## config.mk

```make
export PLATFORM = sky130hd
export DESIGN_NAME = gate_share_arbiter
export DESIGN_NICKNAME = d
export VERILOG_FILES = /design/src/rtl/gate_share_arbiter.sv
export SDC_FILE = /design/constraint.sdc
export NUM_CORES = 1
export LEC_CHECK = 0
export CORE_ASPECT_RATIO = 0.75
export CORE_MARGIN = 2
export CORE_UTILIZATION = 35
export CTS_CLUSTER_SIZE = 20
export DETAILED_ROUTE_END_ITERATION = 7
export PLACE_DENSITY = 0.72
export RECOVER_POWER = 50
export SLEW_MARGIN = 30
export SYNTH_ARGS = -nofsm -noshare
export SYNTH_HDL_FRONTEND = slang
export SYNTH_SLANG_ARGS = --single-unit
```

## constraint.sdc

```tcl
create_clock -name clk -period 5.5 [get_ports clk]
set_input_delay 1.1 -clock clk [delete_from_list [all_inputs] [get_ports clk]]
set_output_delay 1.1 -clock clk [all_outputs]
set_load 0.05 [all_outputs]
```

## src/rtl/gate_share_arbiter.sv

```systemverilog
// Four requesters time-share one WIDTH-bit inverter through a round-robin arbiter
// and a one-deep result register. Define GATE_SHARE_STATS_EN to add the txn_count port.
module gate_share_arbiter #(
    parameter int WIDTH = 8
) (
    input  logic                 clk,
    input  logic                 rst,
    input  logic [3:0]           req,
    input  logic [4*WIDTH-1:0]   req_data,
    output logic [3:0]           gnt,
    output logic                 out_valid,
    output logic [WIDTH-1:0]     out_data,
    output logic [1:0]           out_id,
    input  logic                 out_ready
`ifdef GATE_SHARE_STATS_EN
    ,
    output logic [15:0]          txn_count
`endif
);

    typedef enum logic {
        EMPTY = 1'b0,
        FULL  = 1'b1
    } state_t;

    state_t     state, state_nxt;
    logic [1:0] ptr;
    logic [1:0] gnt_id;
    logic       gnt_any;
    logic       slot;

    always_comb begin
        gnt       = '0;
        gnt_id    = ptr;
        gnt_any   = 1'b0;
        state_nxt = state;
        slot      = (state == EMPTY) || out_ready;
        // Scan from the far end so the requester nearest ptr overwrites and wins.
        if (!rst && slot) begin
            for (int k = 3; k >= 0; k--) begin
                if (req[ptr + 2'(k)]) begin
                    gnt_id  = ptr + 2'(k);
                    gnt_any = 1'b1;
                end
            end
        end
        if (gnt_any) gnt[gnt_id] = 1'b1;
        case (state)
            EMPTY:   if (gnt_any) state_nxt = FULL;
            FULL:    if (out_ready && !gnt_any) state_nxt = EMPTY;
            default: state_nxt = EMPTY;
        endcase
    end

    always_ff @(posedge clk) begin
        if (rst) begin
            state    <= EMPTY;
            ptr      <= 2'd0;
            out_data <= '0;
            out_id   <= 2'd0;
        end else begin
            state <= state_nxt;
            if (gnt_any) begin
                ptr      <= gnt_id + 2'd1;
                out_data <= ~req_data[gnt_id*WIDTH +: WIDTH];
                out_id   <= gnt_id;
            end
        end
    end

    assign out_valid = (state == FULL);

`ifdef GATE_SHARE_STATS_EN
    logic [15:0] txn_cnt;

    always_ff @(posedge clk) begin
        if (rst)
            txn_cnt <= 16'd0;
        else if (out_valid && out_ready && txn_cnt != 16'hFFFF)
            txn_cnt <= txn_cnt + 16'd1;
    end

    assign txn_count = txn_cnt;
`endif

endmodule

```

==> impl_metrics.csv, run 1 <==
group,metric,value,unit
run_status,outcome,"completed",
timing,tightest_slew,0.832,ns
worst_setup_path,crit_arrival,3.84,ns
synth,synth-seq-cells,13,
detailed_routing,dr.pass1.iters,4,
layout,drive_gt1_share,6.93,%
floorplanning,dieArea,0.00378,mm2
min_path,worstHoldPathCells,2,
timing,slew_headroom,44.1,%
place,place_inst,238,
synth,syn-instance-count,151,
layout,finalInstanceArea,0.00178,mm2
power,vdd_drop_max,0.000110,V
worst_setup_path,cpMaxStageDelayCell,"dlygate4sd3_1",
worst_setup_path,critPathCaptureType,"output pin",
layout,diodes,0,
global_routing,track_usage,21.1,%
floorplanning,die_h,53.8,um
timing,finalCritPeriodShare,89.8,%
timing,rsz0062_at_grt,"no",
layout,syn_to_final_growth,53.6,%
clock_network,cts_tree,"built",
floorplanning,initial_utilization,35.9,%
global_routing,grt_max_degree,19,
layout,fillers,320,
clock_network,cts.htree.levels,1,
worst_setup_path,cpPeakStageDelay,0.69,ns
global_routing,grt_pass1_vias,1252,
place,place_congestion,0.824,
timing,hold_viol_final,0,
worst_setup_path,cp.depth,7,
floorplanning,die_w,70.4,um
clock_network,cts_root_buf,"clkbuf_8",
clock_network,clock_path_buffers,2,
detailed_routing,drcViolationCount,0,
synth,syn_avg_cell_area,7.66,um2
clock_network,hold_buffers,0,
detailed_routing,viasPerCell,5.65,
worst_setup_path,worst_setup_path_start_kind,"input port",
floorplanning,ioPinCount,54,
worst_setup_path,crit_required,4.40,ns
detailed_routing,vias,1368,
synth,synth_nets,190,
timing,max_freq,202,MHz
synth,yosys_warnings,0,
clock_network,clock-sinks,13,
detailed_routing,wl_per_cell,15.3,um
power,leakage,0.000708,uW
clock_network,insertion_delay,0.25,ns
worst_setup_path,crit_type,"in -> out",
global_routing,grt_pass1_wl,6130,um
worst_setup_path,cp_top_family,"simple AND/OR/NAND/NOR gates",
layout,finalNonFillerCells,242,
timing,setup_viol,0,
place,place_area,0.00173,mm2
global_routing,grt_overflow,0,
place,hpwl,2830,um
floorplanning,rows,18,
layout,nets,242,
detailed_routing,routed_wl,3710,um
global_routing,antenna_found_initial,0,
worst_setup_path,cp_num_buf_inv,2,
timing,setup_tns,0,ns
synth,netlist_area,0.00116,mm2
timing,clock_skew,0.00271,ns
place,portBuffers,53,
clock_network,cts_resized,0,
job,maxCapViolCount,0,
timing,setup_ws,0.559,ns
synth,yosysSeqAreaShare,22.5,%
worst_setup_path,cp_max_fo,16,
place,preCtsSetupSlack,0.691,ns
floorplanning,core_area,0.00322,mm2
detailed_routing,ant_nets,0,
detailed_routing,initialDrtViolationCount,104,
worst_setup_path,r2r_slack,2.89,ns
timing,report.final.slew_viol_count,0,
timing,fin_crit,4.94,ns
synth,synth_cell_type_count,38,
power,total_power,436,uW
clock_network,clk_pin_slew_worst_paths,0.05,ns
worst_setup_path,path_cells,"dlygate4sd3_1, and4b_1, or4_1, a221o_1, or2_0, nor2_1, buf_12",
min_path,hp-class,"reg -> reg",
power,pwr_density_cell,246,mW/mm2
clock_network,numCtsBuffers,3,
worst_setup_path,ff2ff_path_depth,6,
clock_network,cts_setup_buffers,0,
[metrics by stage]
stage               hold WS, ns  utilization (%)
global route              0.568             55.1
finish                    0.497             55.1
detailed placement        0.489             53.7
floorplan                 0.610                -
CTS                       0.507             55.1
global placement          0.483             53.7
[path summary, 6_finish.rpt]
path                                   end              startpoint
setup / recovery                    gnt[1]                  req[3]
hold / removal      out_id[1]$_SDFFE_PP0P_  out_id[1]$_SDFFE_PP0P_
setup reg to reg  out_data[6]$_SDFFE_PP0P_     ptr[0]$_SDFFE_PP0P_
hold reg to reg     out_id[1]$_SDFFE_PP0P_  out_id[1]$_SDFFE_PP0P_
[registers in the layout (all words and copies together), names as in the netlist]
register / count
out_data: 8
out_id: 2
ptr: 2
out_valid: 1
[tightest hold or removal path: cells and delay by family, from the launching register on]
family / cells / cell delay [ns]
flip-flops: 1 / 0.33
AND/OR/NAND/NOR: 1 / 0.07
AO/OA/AOI/OAI: 1 / 0.06
[cells in the mapped netlist]
master / n / area share [%]
a2111oi_4: 1 / 2.4
a21oi_1: 5 / 2.2
a221o_1: 1 / 0.87
a221oi_1: 8 / 6.1
a311oi_1: 1 / 0.76
and2_1: 10 / 5.4
and3b_1: 2 / 1.5
and4b_1: 1 / 0.87
buf_2: 3 / 1.3
buf_4: 1 / 0.65
buf_6: 1 / 0.97
clkbuf_1: 5 / 1.6
dfxtp_1: 13 / 23
inv_1: 18 / 5.8
nand2_1: 2 / 0.65
nand2b_1: 2 / 1.1
nand3b_1: 9 / 5.8
nand4_1: 8 / 4.3
nand4b_1: 1 / 0.76
nor2_1: 5 / 1.6
nor2b_1: 5 / 2.7
nor3_1: 12 / 5.2
nor3b_1: 1 / 0.65
nor4_1: 4 / 2.2
nor4_2: 1 / 1.1
nor4b_1: 1 / 0.76
nor4bb_1: 2 / 1.7
o211ai_1: 9 / 5.8
o21a_1: 1 / 0.65
o21ai_0: 1 / 0.43
o21ai_1: 1 / 0.43
o31ai_1: 1 / 0.65
or2_0: 1 / 0.54
or2_1: 1 / 0.54
or3_1: 2 / 1.1
or3b_1: 8 / 6.1
or4_1: 2 / 1.3
or4_4: 1 / 0.97
[cells in the final DEF, fill, tap and decap left out, types with 3 or more instances in the layout]
cell type        count
clkdlybuf4s50_1     37
inv_1               18
dfxtp_1             13
dlygate4sd3_1       12
nor3_1              11
and2_1              10
o211ai_1             9
nand3b_1             9
or3b_1               8
a221oi_1             8
nand4_1              8
buf_4                6
nor2b_1              5
nor2_1               5
a21oi_1              5
nor4_1               4
or4_1                3
clkbuf_8             3
[metal layers]
layer | up-vias | wire, um | GRT usage, %
li1 | 671 | - | -
met1 | 622 | 1670 | 26.9
met2 | 68 | 1570 | 34.6
met3 | 7 | 414 | 7.12
met4 | 0 | 53 | 6.09
met5 | - | 0 | 0
[logic make-up after synthesis]
| group | Yosys count | synth area share (%) |
|---|---|---|
| AND/OR/NAND/NOR | 81 | 46.9 |
| buffers and inverters | 28 | 10.4 |
| AO/OA/AOI/OAI | 29 | 20.2 |
| flip-flops | 13 | 22.5 |
[layout make-up]
cell class              instances  area (um2)  area share (%)
flip-flops and latches         13         260            14.7
well taps                      40        50.0            2.82
repair buffers                 57         576            32.4
clock buffers                   4        45.0            2.54
inverters                      18        67.6            3.81
multi-input cells             110         777            43.8
[power breakdown]
group          total (uW)  internal [uW]  switching, uW
registers             126            112           14.1
logic                 224           88.2            136
clock network        86.5           51.3           35.2
total                 436            251            185
No activity file was read; power rests on OpenSTA's default activity.
==> run 2: changes to the inputs <==
--- a/config.mk
+++ b/config.mk
@@ -5,12 +5,14 @@
 export SDC_FILE = /design/constraint.sdc
 export NUM_CORES = 1
 export LEC_CHECK = 0
+export CELL_PAD_IN_SITES_DETAIL_PLACEMENT = 1
+export CELL_PAD_IN_SITES_GLOBAL_PLACEMENT = 1
 export CORE_ASPECT_RATIO = 0.75
 export CORE_MARGIN = 2
-export CORE_UTILIZATION = 35
+export CORE_UTILIZATION = 30
 export CTS_CLUSTER_SIZE = 20
 export DETAILED_ROUTE_END_ITERATION = 7
-export PLACE_DENSITY = 0.72
+export PLACE_DENSITY = 0.86
 export RECOVER_POWER = 50
 export SLEW_MARGIN = 30
 export SYNTH_ARGS = -nofsm -noshare
==> run 2 against run 1 <==
  * Cell area about the same
  * Worst hold slack got worse by 0.0049 ns
  * Final cell count is 4.5% higher
  * Clock skew increased by 0.00095 ns
  * Sequential power about the same
==> impl_metrics.csv, run 2 (same netlist as run 1, synthesis figures left out) <==
group,metric,value,unit
run_status,outcome,"completed",
global_routing,grt_overflow,0,
layout,multi_input_comb_area,782,um2
place,place_inst,249,
timing,hold_viol_final,0,
layout,drive_gt1_share,7.46,%
power,pwr_density_cell,248,mW/mm2
worst_setup_path,crit_arrival,3.62,ns
layout,syn_to_final_growth,53.7,%
layout,diodes,0,
worst_setup_path,worst_r2r_endpoint,"out_data[5]$_SDFFE_PP0P_",
layout,fillers,462,
job,maxCapViolCount,0,
timing,fin_crit,4.72,ns
layout,reg_top3,"out_data (8), out_id (2), ptr (2)",
detailed_routing,ant_nets,0,
timing,setup_viol,0,
detailed_routing,dr.pass1.iters,4,
timing,rsz0062_at_grt,"no",
timing,clock_skew,0.00367,ns
detailed_routing,initialDrtViolationCount,108,
min_path,min_to,"out_id[1]$_SDFFE_PP0P_",
floorplanning,ioPinCount,54,
detailed_routing,wl_per_cell,15.9,um
power,leakage,0.000703,uW
min_path,worstHoldPathCells,2,
timing,slew_headroom,46.9,%
clock_network,numCtsBuffers,3,
detailed_routing,drcViolationCount,0,
clock_network,insertion_delay,0.25,ns
layout,finalInstanceArea,0.00178,mm2
clock_network,cts_resized,0,
floorplanning,dieArea,0.00437,mm2
clock_network,cts_tree,"built",
timing,finalCritPeriodShare,85.8,%
timing,max_freq,212,MHz
layout,final_cell_mix,"36 x clkdlybuf4s50_1, 18 x inv_1, 13 x dlygate4sd3_1, 13 x dfxtp_1, 12 x nor3_1",
detailed_routing,routed_wl,4030,um
clock_network,clock_path_buffers,2,
layout,largest_reg_flops,8,
layout,seq_area,260,um2
detailed_routing,vias,1357,
global_routing,track_usage,19.0,%
global_routing,grt_pass1_wl,6320,um
detailed_routing,wl_met3,309,um
detailed_routing,wl_met2,1770,um
clock_network,hold_buffers,0,
clock_network,clock-sinks,13,
place,place_area,0.00173,mm2
worst_setup_path,ff2ff_path_depth,5,
global_routing,grt_max_degree,27,
clock_network,cts_root_buf,"clkbuf_8",
detailed_routing,wl_met1,1900,um
layout,top_register,"out_data",
detailed_routing,top_layer,"met4",
timing,report.final.slew_viol_count,0,
power,vdd_drop_max,0.000126,V
min_path,hold_start,"out_id[1]$_SDFFE_PP0P_",
worst_setup_path,cp_max_fo,26,
place,place_congestion,0.823,
floorplanning,initial_utilization,31.4,%
worst_setup_path,path_cells,"dlygate4sd3_1, or2_1, a2111oi_4, a221o_1, buf_4, and2_1, buf_4",
layout,finalNonFillerCells,253,
floorplanning,rows,19,
min_path,hp-class,"reg -> reg",
layout,nets,241,
worst_setup_path,crit_required,4.40,ns
floorplanning,die_w,75.7,um
worst_setup_path,cpMaxStageDelayCell,"dlygate4sd3_1",
worst_setup_path,critPathCaptureType,"output pin",
place,hpwl,3190,um
worst_setup_path,r2r_slack,3.00,ns
timing,setup_tns,0,ns
clock_network,cts.htree.levels,1,
timing,tightest_slew,0.790,ns
worst_setup_path,cpPeakStageDelay,0.64,ns
worst_setup_path,rr_startpoint,"ptr[0]$_SDFFE_PP0P_",
place,portBuffers,53,
worst_setup_path,worst_setup_path_start_kind,"input port",
clock_network,clk_pin_slew_worst_paths,0.06,ns
worst_setup_path,crit_type,"in -> out",
floorplanning,core_area,0.00368,mm2
clock_network,cts_setup_buffers,0,
worst_setup_path,path_common_cell,"buf_4",
global_routing,antenna_found_initial,0,
layout,final_common_cell,"clkdlybuf4s50_1",
detailed_routing,viasPerCell,5.36,
global_routing,grt_pass1_vias,1334,
floorplanning,die_h,57.8,um
-- run 2: where the power goes --
| group | internal [uW] | total, uW | switching (uW) |
|---|---|---|---|
| logic | 85.8 | 222 | 136 |
| clock network | 50.2 | 91.4 | 41.2 |
| registers | 111 | 127 | 15.5 |
| total | 247 | 440 | 193 |
-- run 2: cell type report --
cell class / count / share of cell area [%]
multi-input combinational: 110 / 44.0
timing repair buffer: 56 / 31.3
sequential: 13 / 14.6
inverter: 18 / 3.80
tap: 52 / 3.66
clock buffer: 3 / 2.32
clock inverter: 1 / 0.282
-- run 2: worst max path at each step --
| stage | start | to | slack [ns] | depth (start not counted) |
|---|---|---|---|---|
| floorplan | req[3] | gnt[1] | 1.12 | 7 |
| global placement | req[3] | gnt[1] | 0.97 | 7 |
| detailed placement | req[3] | gnt[1] | 0.89 | 7 |
| CTS | req[3] | gnt[1] | 0.88 | 7 |
| global route | req[3] | gnt[0] | 0.67 | 7 |
| finish | req[1] | gnt[0] | 0.78 | 7 |
-- run 2: per-layer routing --
layer  vias up  global-route usage (%)
li1        668                       -
met1       625                    26.9
met2        59                    29.1
met3         5                    5.04
met4         0                    4.26
met5         -                       0
-- run 2: per-stage QoR --
stage	util [%]	total power, uW	worst slack (ns)	hold slack, ns
detailed placement	47.0	355	0.887	0.499
global route	48.2	463	0.669	0.546
CTS	48.2	447	0.881	0.510
finish	48.2	440	0.779	0.492
floorplan	-	270	1.12	0.610
global placement	46.8	348	0.965	0.478
-- run 2: critical path: cells and delay by family --
kind	cells	cell delay, ns
buffers and inverters	3	1.12
AOI/OAI and AO/OA	2	0.88
and+or+nand+nor	2	0.51
==> run 3: changes to the inputs <==
--- a/config.mk
+++ b/config.mk
@@ -5,6 +5,8 @@
 export SDC_FILE = /design/constraint.sdc
 export NUM_CORES = 1
 export LEC_CHECK = 0
+export ABC_AREA = 0
+export CAP_MARGIN = 5
 export CELL_PAD_IN_SITES_DETAIL_PLACEMENT = 1
 export CELL_PAD_IN_SITES_GLOBAL_PLACEMENT = 1
 export CORE_ASPECT_RATIO = 0.75
@@ -14,6 +16,7 @@
 export DETAILED_ROUTE_END_ITERATION = 7
 export PLACE_DENSITY = 0.86
 export RECOVER_POWER = 50
+export REMOVE_ABC_BUFFERS = 1
 export SLEW_MARGIN = 30
 export SYNTH_ARGS = -nofsm -noshare
 export SYNTH_HDL_FRONTEND = slang
==> run 3 against run 2 <==
  * Clock-buffer cell count is 1 higher
  * Fmax shrank 1.3%
  * Final cell count rose by 0.40%
  * Critical path type unchanged
==> impl_metrics.csv, run 3 (same netlist as run 1, synthesis figures left out) <==
group,metric,value,unit
detailed_routing,dr.pass1.iters,5,
detailed_routing,wl_per_cell,16.8,um
worst_setup_path,worst_setup_path_start_kind,"input port",
global_routing,grt_max_degree,20,
clock_network,cts_setup_buffers,0,
run_status,outcome,"completed",
timing,setup_ws,0.715,ns
power,pwr_density_cell,247,mW/mm2
place,place_area,0.00176,mm2
floorplanning,initial_utilization,31.4,%
layout,drive_gt1_share,6.93,%
timing,rsz0062_at_grt,"no",
worst_setup_path,crit_arrival,3.68,ns
global_routing,grt_pass1_vias,1474,
detailed_routing,viasPerCell,5.46,
power,vdd_drop_max,0.000145,V
clock_network,hold_buffers,0,
layout,finalInstanceArea,0.00180,mm2
floorplanning,die_w,75.7,um
clock_network,cts_root_buf,"clkbuf_8",
global_routing,track_usage,20.9,%
detailed_routing,ant_nets,0,
timing,fin_crit,4.78,ns
place,portBuffers,53,
power,p_int,253,uW
global_routing,grt_pass1_wl,6990,um
detailed_routing,routed_wl,4260,um
timing,tightest_slew,0.806,ns
power,switching_share,43.2,%
floorplanning,dieArea,0.00437,mm2
worst_setup_path,cp_max_fo,11,
timing,max_freq,209,MHz
floorplanning,rows,19,
layout,diodes,0,
layout,final_cell_mix,"36 x clkdlybuf4s50_1, 18 x inv_1, 13 x dlygate4sd3_1, 13 x dfxtp_1, 12 x nor3_1",
layout,largest_reg_flops,8,
clock_network,clk_pin_slew_worst_paths,0.06,ns
timing,slew_headroom,45.8,%
detailed_routing,vias,1386,
clock_network,clock_path_buffers,2,
floorplanning,die_h,57.8,um
place,preCtsSetupSlack,0.804,ns
layout,fillers,445,
clock_network,cts_tree,"built",
power,power_frac_comb,51.6,%
timing,hold_viol_final,0,
power,total_power,445,uW
layout,nets,242,
power,power.share.clock,20.0,%
detailed_routing,initialDrtViolationCount,50,
floorplanning,ioPinCount,54,
global_routing,antenna_found_initial,0,
layout,top_register,"out_data",
place,hpwl,3230,um
worst_setup_path,critPathCaptureType,"output pin",
layout,final_common_cell,"clkdlybuf4s50_1",
job,maxCapViolCount,0,
clock_network,insertion_delay,0.25,ns
detailed_routing,drcViolationCount,0,
place,place_congestion,0.875,
global_routing,grt_overflow,0,
clock_network,clock-sinks,13,
power,power_frac_seq,28.4,%
timing,finalCritPeriodShare,87.0,%
timing,clock_skew,0.00309,ns
layout,post-route-util,48.9,%
clock_network,numCtsBuffers,3,
power,power.switching,192,uW
layout,syn_to_final_growth,55.8,%
floorplanning,core_area,0.00368,mm2
worst_setup_path,crit_type,"in -> out",
clock_network,cts_resized,0,
min_path,hp-class,"reg -> reg",
timing,setup_tns,0,ns
worst_setup_path,crit_required,4.40,ns
power,leakage,0.000711,uW
timing,report.final.slew_viol_count,0,
clock_network,cts.htree.levels,1,
timing,setup_viol,0,
layout,reg_top3,"out_data (8), out_id (2), ptr (2)",
run 3: changes by cell type in the layout (fill, tap and decap cells not counted), sizes merged:
cell    before  now
clkbuf       3    4
buf          7    8
clkinv       1    0
run 3: final timing paths:
path                           from                        to  slack [ns]  cells after the start
max                          req[3]                    gnt[1]        0.72                      7
min          out_id[1]$_SDFFE_PP0P_    out_id[1]$_SDFFE_PP0P_        0.51                      2
max reg2reg     ptr[0]$_SDFFE_PP0P_  out_data[7]$_SDFFE_PP0P_        2.91                      6
min reg2reg  out_id[1]$_SDFFE_PP0P_    out_id[1]$_SDFFE_PP0P_        0.51                      2
run 3: power groups by stage:
stage / Combinational (uW) / Sequential [uW] / Clock (uW)
after global placement: 227 / 127 / 0
after detailed placement: 235 / 129 / 0
after global routing: 246 / 130 / 97.4
after floorplan: 84.1 / 176 / 0
after CTS: 237 / 127 / 89.1
final: 230 / 127 / 88.9
run 3: critical path, cell delays in order:
cell	delay (ns)
dlygate4sd3_1	0.69
and4b_1	0.24
or4_4	0.55
a221o_1	0.48
or2_0	0.27
nor2_1	0.19
buf_12	0.17
run 3: through the flow:
stage	instances	hold WS (ns)
5_1_grt	254	0.571
2_1_floorplan	141	0.575
6_report	254	0.507
3_3_place_gp	250	0.479
3_5_place_dp	250	0.487
4_1_cts	254	0.512
run 3: routing by layer:
layer | up-vias | track usage, % | share of wire, %
li1 | 673 | - | -
met1 | 659 | 25.7 | 44
met2 | 45 | 36.9 | 49
met3 | 9 | 4.35 | 5.0
met4 | 0 | 5.51 | 1.6
met5 | - | 0 | 0
run 3: cell type report:
type / instances / area [um2] / area share, %
multi-input cells: 110 / 776 / 43.1
repair buffers: 57 / 588 / 32.6
flip-flops and latches: 13 / 260 / 14.4
inverters: 18 / 67.6 / 3.75
well taps: 52 / 65.1 / 3.61
clock buffers: 4 / 45.0 / 2.50
